===== src/rtl/wait_merge_n.sv =====
// N-channel wait-merge (join): one holding register per input channel, concatenated
// output on a valid/ready handshake, runtime enable mask and a stall watchdog.

module wait_merge_ch #(
  parameter int DATA_WIDTH = 8
) (
  input  logic                  clk,
  input  logic                  rst,
  input  logic                  i_drive,
  input  logic [DATA_WIDTH-1:0] i_data,
  input  logic                  i_mask,
  input  logic                  i_fire,
  output logic                  o_free,
  output logic                  o_held,
  output logic [DATA_WIDTH-1:0] o_dreg
);
  logic                  held_q, held_d;
  logic [DATA_WIDTH-1:0] dreg_q, dreg_d;

  // A consumed slot can be refilled in the same cycle, giving one merge per cycle.
  assign o_free = ~held_q | (i_fire & i_mask);
  assign o_held = held_q;
  assign o_dreg = dreg_q;

  always_comb begin
    held_d = held_q;
    dreg_d = dreg_q;
    if (i_fire && i_mask) held_d = 1'b0;
    if (i_drive && o_free) begin
      held_d = 1'b1;
      dreg_d = i_data;
    end
  end

  always_ff @(posedge clk) begin
    if (rst) begin
      held_q <= 1'b0;
      dreg_q <= '0;
    end else begin
      held_q <= held_d;
      dreg_q <= dreg_d;
    end
  end
endmodule

module wait_merge_n #(
  parameter int NUM_CH         = 4,
  parameter int DATA_WIDTH     = 8,
  parameter int TIMEOUT_CYCLES = 1024
) (
  input  logic                           clk,
  input  logic                           rst,
  input  logic [NUM_CH-1:0]              i_drive,
  input  logic [NUM_CH*DATA_WIDTH-1:0]   i_data,
  output logic [NUM_CH-1:0]              o_free,
  input  logic [NUM_CH-1:0]              i_mask,
  output logic                           o_driveNext,
  output logic [NUM_CH*DATA_WIDTH-1:0]   o_data,
  input  logic                           i_freeNext,
  output logic                           o_stall_err,
  input  logic                           i_err_clr
);
  logic [NUM_CH-1:0]                 held;
  logic [NUM_CH-1:0][DATA_WIDTH-1:0] dreg;
  logic                              fire;
  logic                              out_valid_q, out_valid_d;
  logic [NUM_CH*DATA_WIDTH-1:0]      out_data_q, out_data_d;

  assign fire = (|i_mask) & (&(held | ~i_mask)) & (~out_valid_q | i_freeNext);

  for (genvar k = 0; k < NUM_CH; k++) begin : g_ch
    wait_merge_ch #(.DATA_WIDTH(DATA_WIDTH)) u_ch (
      .clk    (clk),
      .rst    (rst),
      .i_drive(i_drive[k]),
      .i_data (i_data[k*DATA_WIDTH +: DATA_WIDTH]),
      .i_mask (i_mask[k]),
      .i_fire (fire),
      .o_free (o_free[k]),
      .o_held (held[k]),
      .o_dreg (dreg[k])
    );
  end

  // Masked slots are zeroed in the output; their held tokens wait for unmasking.
  always_comb begin
    out_valid_d = out_valid_q;
    out_data_d  = out_data_q;
    if (fire) begin
      out_valid_d = 1'b1;
      for (int k = 0; k < NUM_CH; k++)
        out_data_d[k*DATA_WIDTH +: DATA_WIDTH] = i_mask[k] ? dreg[k] : '0;
    end else if (i_freeNext && out_valid_q) begin
      out_valid_d = 1'b0;
    end
  end

  always_ff @(posedge clk) begin
    if (rst) begin
      out_valid_q <= 1'b0;
      out_data_q  <= '0;
    end else begin
      out_valid_q <= out_valid_d;
      out_data_q  <= out_data_d;
    end
  end

  assign o_driveNext = out_valid_q;
  assign o_data      = out_data_q;

  if (TIMEOUT_CYCLES > 0) begin : g_wd
    localparam int            CW     = $clog2(TIMEOUT_CYCLES + 1);
    localparam logic [CW-1:0] TO_MAX = CW'(TIMEOUT_CYCLES);

    logic [CW-1:0] cnt_q, cnt_d;
    logic          err_q, err_d;
    logic          any_held, stall_inc;

    // Only stalls caused by missing inputs count; pure downstream backpressure holds.
    assign any_held  = |(held & i_mask);
    assign stall_inc = any_held & ~fire & (~out_valid_q | i_freeNext);

    always_comb begin
      cnt_d = cnt_q;
      err_d = err_q;
      if (fire || !any_held)                cnt_d = '0;
      else if (stall_inc && cnt_q != TO_MAX) cnt_d = cnt_q + CW'(1);
      if (i_err_clr)                             err_d = 1'b0;
      if (stall_inc && cnt_q == TO_MAX - CW'(1)) err_d = 1'b1;
    end

    always_ff @(posedge clk) begin
      if (rst) begin
        cnt_q <= '0;
        err_q <= 1'b0;
      end else begin
        cnt_q <= cnt_d;
        err_q <= err_d;
      end
    end

    assign o_stall_err = err_q;
  end else begin : g_no_wd
    assign o_stall_err = 1'b0;
  end
endmodule

===== config.mk =====
export PLATFORM = sky130hd
export DESIGN_NAME = wait_merge_n
export DESIGN_NICKNAME = d
export VERILOG_FILES = /design/src/rtl/wait_merge_n.sv
export SDC_FILE = /design/constraint.sdc
export NUM_CORES = 1
export LEC_CHECK = 0
export ABC_AREA = 1
export CAP_MARGIN = 5
export CORE_AREA = 2 2 75 105
export CTS_CLUSTER_DIAMETER = 200
export DETAILED_ROUTE_END_ITERATION = 7
export DIE_AREA = 0 0 77 107
export PLACE_DENSITY = 0.78
export SLEW_MARGIN = 10
export SYNTH_ARGS = -nofsm -noshare
export SYNTH_HDL_FRONTEND = slang
export SYNTH_SLANG_ARGS = --single-unit

===== constraint.sdc =====
create_clock -name clk -period 2 [get_ports clk]
set_clock_uncertainty 0.05 [all_clocks]
set_input_delay 0.4 -clock clk [delete_from_list [all_inputs] [get_ports clk]]
set_output_delay 0.4 -clock clk [all_outputs]
set_load 0.02 [all_outputs]

==> flow_metrics.py, run 1 <==
metrics = {
    "run_status": {
        "outcome": "finished, final reports clean",
    },
    "placed_design": {
        "dp_slack_ns": -0.5408,
        "dp_hpwl_um": 5944,
        "io_buffers": 81,
        "place.gp.congestion": 0.8545,
    },
    "clock_network": {
        "htree_num_levels": 3,
        "clock_sinks": 81,
        "cts.path.max_buffers": 2,
        "postCtsHoldBufs": 0,
        "clk_latency_ns": 0.35,
        "cts_tree": "built",
        "cts_buffers": 9,
        "clk_pin_slew_ns": 0.07,
        "cts_root_buffer": "clkbuf_8",
    },
    "synthesis": {
        "ys_seq_area_share_pct": 45.43,
        "syn-num-nets": 549,
        "synth_simple_gate_area_share_pct": 28.74,
        "avgSynthCellArea_um2": 7.097,
        "netlist_area_um2": 3570,
        "synthMuxAreaShare_pct": 0,
        "synth_cell_types": 22,
        "synthCells": 503,
        "synth_top_family_by_area": "simple AND/OR/NAND/NOR gates",
        "synthAdderAreaFrac_pct": 0.7010,
        "synth_xor_area_share_pct": 1.717,
        "synth_seq_cells": 81,
        "yosys_warnings": 0,
        "synth_compound_area_share_pct": 11.39,
    },
    "die": {
        "initial_utilization_pct": 48.80,
        "die_x_um": 77,
        "die_h_um": 107,
        "die-area_um2": 8239,
        "core-area_um2": 7315,
        "rows": 37,
        "io_pins": 82,
    },
    "route": {
        "drtAntennaViolNets": 0,
        "drc": 0,
        "wl_per_cell_um": 11.78,
        "via_per_inst": 4.873,
        "drt-total-wl_um": 8176,
        "num_vias": 3382,
        "dr.pass1.iters": 4,
        "dr.first_iter.drc_count": 141,
    },
    "timing": {
        "rsz0062_at_grt": "no",
        "fmaxAchievable_mhz": 523.8,
        "worst_slack_ns": 0.09072,
        "setup-tns-final_ns": 0,
        "slew-limit-headroom_pct": 63.24,
        "tightest_slew_ns": 0.5496,
        "slew_viol_final": 0,
        "finalCritPeriodShare_pct": 95.46,
        "finalHoldViolCount": 0,
        "min_period_ns": 1.909,
        "setup_viol": 0,
    },
    "global_routing": {
        "grt_pass1_vias": 3178,
        "grt_max_degree": 38,
        "antenna_found_initial": 0,
        "grt_pass1_wl_um": 14010,
        "grt_overflow": 0,
        "track_usage_pct": 21.00,
    },
    "hold_path": {
        "hold-path-endpoint": "o_data[17]",
        "hold_class": "reg -> reg",
        "hold_start": "g_ch[2].u_ch.o_dreg[1]",
        "min_path_cells": 2,
    },
    "worst_setup_path": {
        "r2r-end": "o_data[22]",
        "crit_arrival_ns": 1.46,
        "critPathKind": "in -> out",
        "worstRegToRegCells": 12,
        "start_kind": "input pin",
        "crit_path_end_kind": "output pin",
        "timing.rr.start": "g_ch[0].u_ch.o_held",
        "required_ns": 1.55,
        "cp_max_fo": 6,
        "r2r_slack_ns": 0.24,
    },
    "cells_and_area": {
        "syn2layout_area_growth_pct": 31.65,
        "antennaDiodeCount": 0,
        "drive_gt1_share_pct": 9.213,
        "nets": 640,
        "mostFrequentLayoutCells": "nand2_1 (142), a21oi_1 (80), dfxtp_1 (80), clkdlybuf4s50_1 (73), inv_1 (56)",
        "final_common_cell": "nand2_1",
    },
    "power_and_ir_drop": {
        "netSwitchingFraction_pct": 25.19,
        "p_leak_nw": 1.990,
        "ir_worst_vdd_mv": 0.3861,
        "power_density_nw_per_um2": 719.3,
        "seq_power_share_pct": 51.1,
        "clkPwrFrac_pct": 33.3,
        "switchingPower_mw": 0.8514,
        "pwr-share-comb_pct": 15.6,
        "internal_power_mw": 2.529,
    },
    "flow_run": {
        "drv_cap": 0,
    },
}
## how the worst max path moves through the flow
stage	from	to	slack (ns)	cells after the start
final	i_freeNext	o_free[1]	0.09	6
after global routing	g_ch[0].u_ch.o_held	o_free[0]	0.01	7
after CTS	i_freeNext	o_free[1]	0.03	6
after detailed placement	i_mask[0]	o_free[1]	-0.54	7
after global placement	i_mask[0]	o_free[0]	-0.49	7
after floorplan	i_mask[0]	o_free[0]	0.34	7
## cell type report
type                    count  area (um2)
multi-input cells         335        1524
inverters                  58       221.5
well taps                  97       121.4
repair buffers            109        1026
clock inverters             3       42.54
fillers                   697        2615
clock buffers              11       141.4
flip-flops and latches     81        1623
## power groups by stage
stage | logic, mW | registers (mW) | clock network (mW)
5_1_grt | 0.585 | 1.74 | 1.23
3_3_place_gp | 0.512 | 1.76 | 0
3_5_place_dp | 0.523 | 1.76 | 0
2_1_floorplan | 0.309 | 1.77 | 0
4_1_cts | 0.526 | 1.73 | 1.15
6_report | 0.526 | 1.73 | 1.13
## state kept, by name, summed over array words and instances, names as in the netlist
signal,cells
g_ch.u_ch.o_dreg,32
o_data,32
g_wd.cnt_q,11
g_ch.u_ch.o_held,4
o_driveNext,1
o_stall_err,1
## timing repair
item / CTS / global route
pin swaps: 4 / 2
setup endpoints to repair: 4 / 12
endpoints found under the hold margin: 0 / 0
resized for setup: 24 / 6
setup buffers: 4 / 0
## cell families after synthesis
family	after synthesis
flops	81
simple gates	245
compound gates	81
buf+inv	87
xor+xnor	7
fa+ha+maj	2
## cell usage after synthesis, drive strengths merged
master,number,area (um2)
clkbuf,11,41.29
nor3b,1,7.510
nand2,148,565.5
nor2,41,161.4
ha,2,25.02
buf,18,170.2
dfxtp,81,1622
xor2,7,61.31
clkinv,1,3.750
o22ai,1,6.260
nand4,8,50.05
and2,1,6.260
inv,57,214.0
nor3,6,30.03
a21oi,80,400.4
nand3,40,205.2
## critical path, stage by stage
cell             delay, ns
clkdlybuf4s50_1       0.46
inv_1                 0.06
nand2_2               0.12
nand4_1               0.17
nand2_2               0.14
buf_6                 0.12
## through the flow
step                      util, %  hold slack [ns]  area [um2]  instances  power, mW
after CTS                   64.03           0.4142        4683        694      3.405
after floorplan                 -           0.3907        3570        503      2.082
after global routing        64.25           0.4290        4700        694      3.552
after detailed placement    61.29           0.4027        4483        676      2.286
final                       64.25           0.4131        4700        694      3.381
after global placement      61.29           0.3964        4483        676      2.272
## per-layer routing
layer  track usage, %  wire length (um)  up-vias
met2            37.72              4241       71
met3            5.051               314       10
met4            8.801               141        0
met5                0                 0        -
li1                 -                 -     1766
met1            23.65              3479     1535
Power figures use the tool's default switching activity.
==> run 2, diff against run 1 <==
--- a/config.mk
+++ b/config.mk
@@ -7,12 +7,13 @@
 export LEC_CHECK = 0
 export ABC_AREA = 1
 export CAP_MARGIN = 5
-export CORE_AREA = 2 2 75 105
+export CORE_AREA = 2 2 79 111
 export CTS_CLUSTER_DIAMETER = 200
 export DETAILED_ROUTE_END_ITERATION = 7
-export DIE_AREA = 0 0 77 107
-export PLACE_DENSITY = 0.78
+export DIE_AREA = 0 0 81 113
+export PLACE_DENSITY = 0.79
 export SLEW_MARGIN = 10
 export SYNTH_ARGS = -nofsm -noshare
 export SYNTH_HDL_FRONTEND = slang
+export SYNTH_HIERARCHICAL = 1
 export SYNTH_SLANG_ARGS = --single-unit
==> constraint.sdc (replaced) <==
create_clock -name clk -period 1.8 [get_ports clk]
set_clock_uncertainty 0.05 [all_clocks]
set_input_delay 0.36 -clock clk [delete_from_list [all_inputs] [get_ports clk]]
set_output_delay 0.36 -clock clk [all_outputs]
set_load 0.02 [all_outputs]
==> run 2 against run 1 <==
  * The flow now finishes with violations (setup timing)
  * Sequential power increased by 12%
  * Sequential cell count is the same
  * Global-route usage rose by 0.38 points
  * Register-to-register slack worse by 0.15 ns
==> flow_metrics.py, run 2 <==
metrics = {
    "placed_design": {
        "dp_slack_ns": -0.8219,
        "io_buffers": 81,
        "placed_area_um2": 5019,
        "place.gp.congestion": 0.9066,
        "dp_hpwl_um": 6645,
        "dp_cells": 698,
    },
    "worst_setup_path": {
        "slowest_stage": "clkdlybuf4s15_1",
        "cp_cell_sequence": "clkdlybuf4s15_1 > nand2_2 > nand2_2 > nor2_4 > nand2_4 > clkinv_8 > nand2_4 > nand2_4 > buf_6",
        "critPathBufInv": 3,
        "critPathKind": "in -> out",
        "r2r_slack_ns": 0.09,
        "crit_arrival_ns": 1.41,
        "timing.rr.start": "g_ch[3].u_ch/o_held",
        "cp_max_fo": 6,
        "required_ns": 1.39,
        "start_kind": "input pin",
        "crit_start": "i_mask[3]",
        "r2r-end": "g_wd.cnt_q[0]",
        "cpMostUsedCell": "nand2_4",
        "cp-endpoint": "o_free[2]",
        "critPathTopFamily": "simple AND/OR/NAND/NOR gates",
        "crit_path_end_kind": "output pin",
        "crit_cells": 9,
        "worstRegToRegCells": 10,
        "max_stage_delay_ns": 0.29,
    },
    "clock_network": {
        "cts_root_buffer": "clkbuf_16",
        "clk_latency_ns": 0.33,
        "cts.path.max_buffers": 2,
        "clock_sinks": 81,
        "cts_tree": "built",
        "htree_num_levels": 3,
        "clk_pin_slew_ns": 0.05,
        "cts_buffers": 9,
    },
    "cells_and_area": {
        "final_common_cell": "nand2_1",
        "register_area_um2": 1627,
        "multi_input_area_um2": 2024,
        "n_fill_cell": 696,
        "mostFrequentLayoutCells": "nand2_1 (111), dfxtp_1 (77), clkdlybuf4s50_1 (70), inv_1 (53), a21oi_2 (51)",
        "post-route-util_pct": 66.84,
        "final_cells": 719,
        "drive_gt1_share_pct": 27.92,
        "syn2layout_area_growth_pct": 30.69,
        "nets": 658,
        "design_area_um2": 5414,
    },
    "hold_path": {
        "hold_class": "in -> reg",
        "hold_start": "rst",
    },
    "route": {
        "wl_per_cell_um": 13.12,
        "drt-total-wl_um": 9435,
        "via_per_inst": 5.072,
        "drtAntennaViolNets": 0,
        "dr.max_layer_used": "met4",
        "num_vias": 3647,
        "wl_met1_um": 3652,
        "wl_met3_um": 430,
        "wl_met2_um": 5127,
        "dr.pass1.iters": 4,
        "dr.first_iter.drc_count": 108,
        "drc": 0,
    },
    "synthesis": {
        "ys_seq_area_share_pct": 39.14,
        "ys.flop_type": "dfxtp_1",
        "synthCells": 511,
        "synth_seq_cells": 81,
        "netlist_area_um2": 4143,
        "yosysMostFrequentCell": "nand2_1",
        "synth_cell_types": 27,
        "synthTopCellsByCount": "nand2_1 (118), dfxtp_1 (81), inv_1 (58)",
        "avgSynthCellArea_um2": 8.107,
        "yosysTopAreaCellShare_pct": 39.14,
        "synth_largest_area_cell": "dfxtp_1",
        "yosys_warnings": 6,
        "synth_edf_count": 0,
        "async_flop_share_pct": 0,
        "synth.area.top_cells": "dfxtp_1 (39%), a21oi_2 (11%), nand2_1 (11%)",
        "syn-num-nets": 557,
    },
    "power_and_ir_drop": {
        "pwr-share-comb_pct": 16.6,
        "switchingPower_mw": 1.172,
        "ir_worst_vdd_mv": 0.4460,
        "clkPwrFrac_pct": 40.2,
        "seq_power_share_pct": 43.2,
        "internal_power_mw": 3.317,
        "p_leak_nw": 2.202,
        "power_density_nw_per_um2": 829.0,
        "netSwitchingFraction_pct": 26.10,
    },
    "die": {
        "die-area_um2": 9153,
        "rows": 39,
        "io_pins": 82,
        "die_x_um": 81,
        "core-area_um2": 8100,
        "initial_utilization_pct": 51.14,
        "die_h_um": 113,
    },
    "timing": {
        "slew-limit-headroom_pct": 74.61,
        "finalHoldViolCount": 0,
        "tightest_slew_ns": 0.3809,
        "setup_viol": 4,
        "finalCritPeriodShare_pct": 101.2,
        "slew_viol_final": 0,
        "worst_slack_ns": -0.02207,
        "min_period_ns": 1.822,
        "fmaxAchievable_mhz": 548.8,
        "rsz0062_at_grt": "yes",
    },
    "global_routing": {
        "grt_pass1_vias": 3552,
        "grt_pass1_wl_um": 15610,
        "grt_max_degree": 35,
        "grt_overflow": 0,
        "antenna_found_initial": 0,
        "track_usage_pct": 21.38,
    },
    "run_status": {
        "violations": "setup timing",
        "outcome": "finished, violations left",
    },
    "flow_run": {
        "drv_cap": 0,
    },
}
-- run 2: changes by cell type in the layout (fill, tap and decap cells not counted), sizes merged, moves of 2 or more --
cell,delta
nand3,+29
nor2,+3
buf,+11
clkdlybuf4s50,-3
inv,+2
a21oi,+2
nand4,-4
nand2,-21
-- run 2: per-layer routing --
metal | vias up | GRT usage (%)
met5 | - | 0
met4 | 0 | 8.814
met3 | 18 | 4.386
met2 | 85 | 38.02
met1 | 1709 | 24.33
li1 | 1835 | -
-- run 2: worst min path at each step --
stage / end / depth (start not counted) / slack [ns]
after global placement: o_data[26] / 2 / 0.41
after global routing: o_data[10] / 2 / 0.27
after floorplan: g_ch[0].u_ch/o_held / 1 / 0.38
after detailed placement: o_stall_err / 2 / 0.41
after CTS: o_data[10] / 2 / 0.27
final: o_data[10] / 2 / 0.28
-- run 2: worst register-to-register path: stages (launching register included) --
cell,delay [ns]
dfxtp_2,0.32
inv_2,0.05
nand2_2,0.05
nand2_2,0.11
nor2_4,0.05
nand2_4,0.10
buf_4,0.37
nand4_2,0.13
buf_4,0.21
nand2_1,0.10
a21oi_2,0.06
-- run 2: timing repair --
| item | in CTS | in global routing |
|---|---|---|
| hold buffers | 0 | 0 |
| pin swaps | 4 | 11 |
| gates resized for setup | 36 | 20 |
| setup endpoints to repair | 47 | 16 |
| setup buffers | 2 | 3 |
-- run 2: per-stage QoR --
stage | TNS, ns | hold slack [ns] | total power, mW
after global routing | -0.2703 | 0.2733 | 4.679
after detailed placement | -30.61 | 0.4092 | 2.681
final | -0.07298 | 0.2793 | 4.488
after CTS | 0 | 0.2666 | 4.497
after global placement | -24.47 | 0.4085 | 2.660
after floorplan | 0 | 0.3791 | 2.458
-- run 2: layout make-up --
cell class | instances | area share (%)
flip-flops and latches | 81 | 30.04
clock inverters | 4 | 0.9938
diodes | 1 | 0.04622
inverters | 59 | 4.322
repair buffers | 119 | 20.36
multi-input cells | 342 | 37.39
clock buffers | 11 | 4.483
well taps | 102 | 2.357
-- run 2: power groups by stage --
stage | Clock (mW) | Combinational [mW] | Sequential, mW
3_5_place_dp | 0 | 0.706 | 1.98
2_1_floorplan | 0 | 0.472 | 1.99
4_1_cts | 1.83 | 0.725 | 1.94
3_3_place_gp | 0 | 0.689 | 1.97
6_report | 1.80 | 0.744 | 1.94
5_1_grt | 1.92 | 0.812 | 1.95
-- run 2: cells by family (layout without fill, tap and decap cells) --
logic type	count (synthesis)	count (layout)	share of synthesized area, %
buffers and inverters	88	193	13.20
XOR/XNOR	6	6	1.268
flip-flops	81	81	39.14
other	0	1	0
AO/OA/AOI/OAI	82	82	14.80
AND/OR/NAND/NOR	252	252	30.99
adder cells (fa/ha/maj)	2	2	0.6040
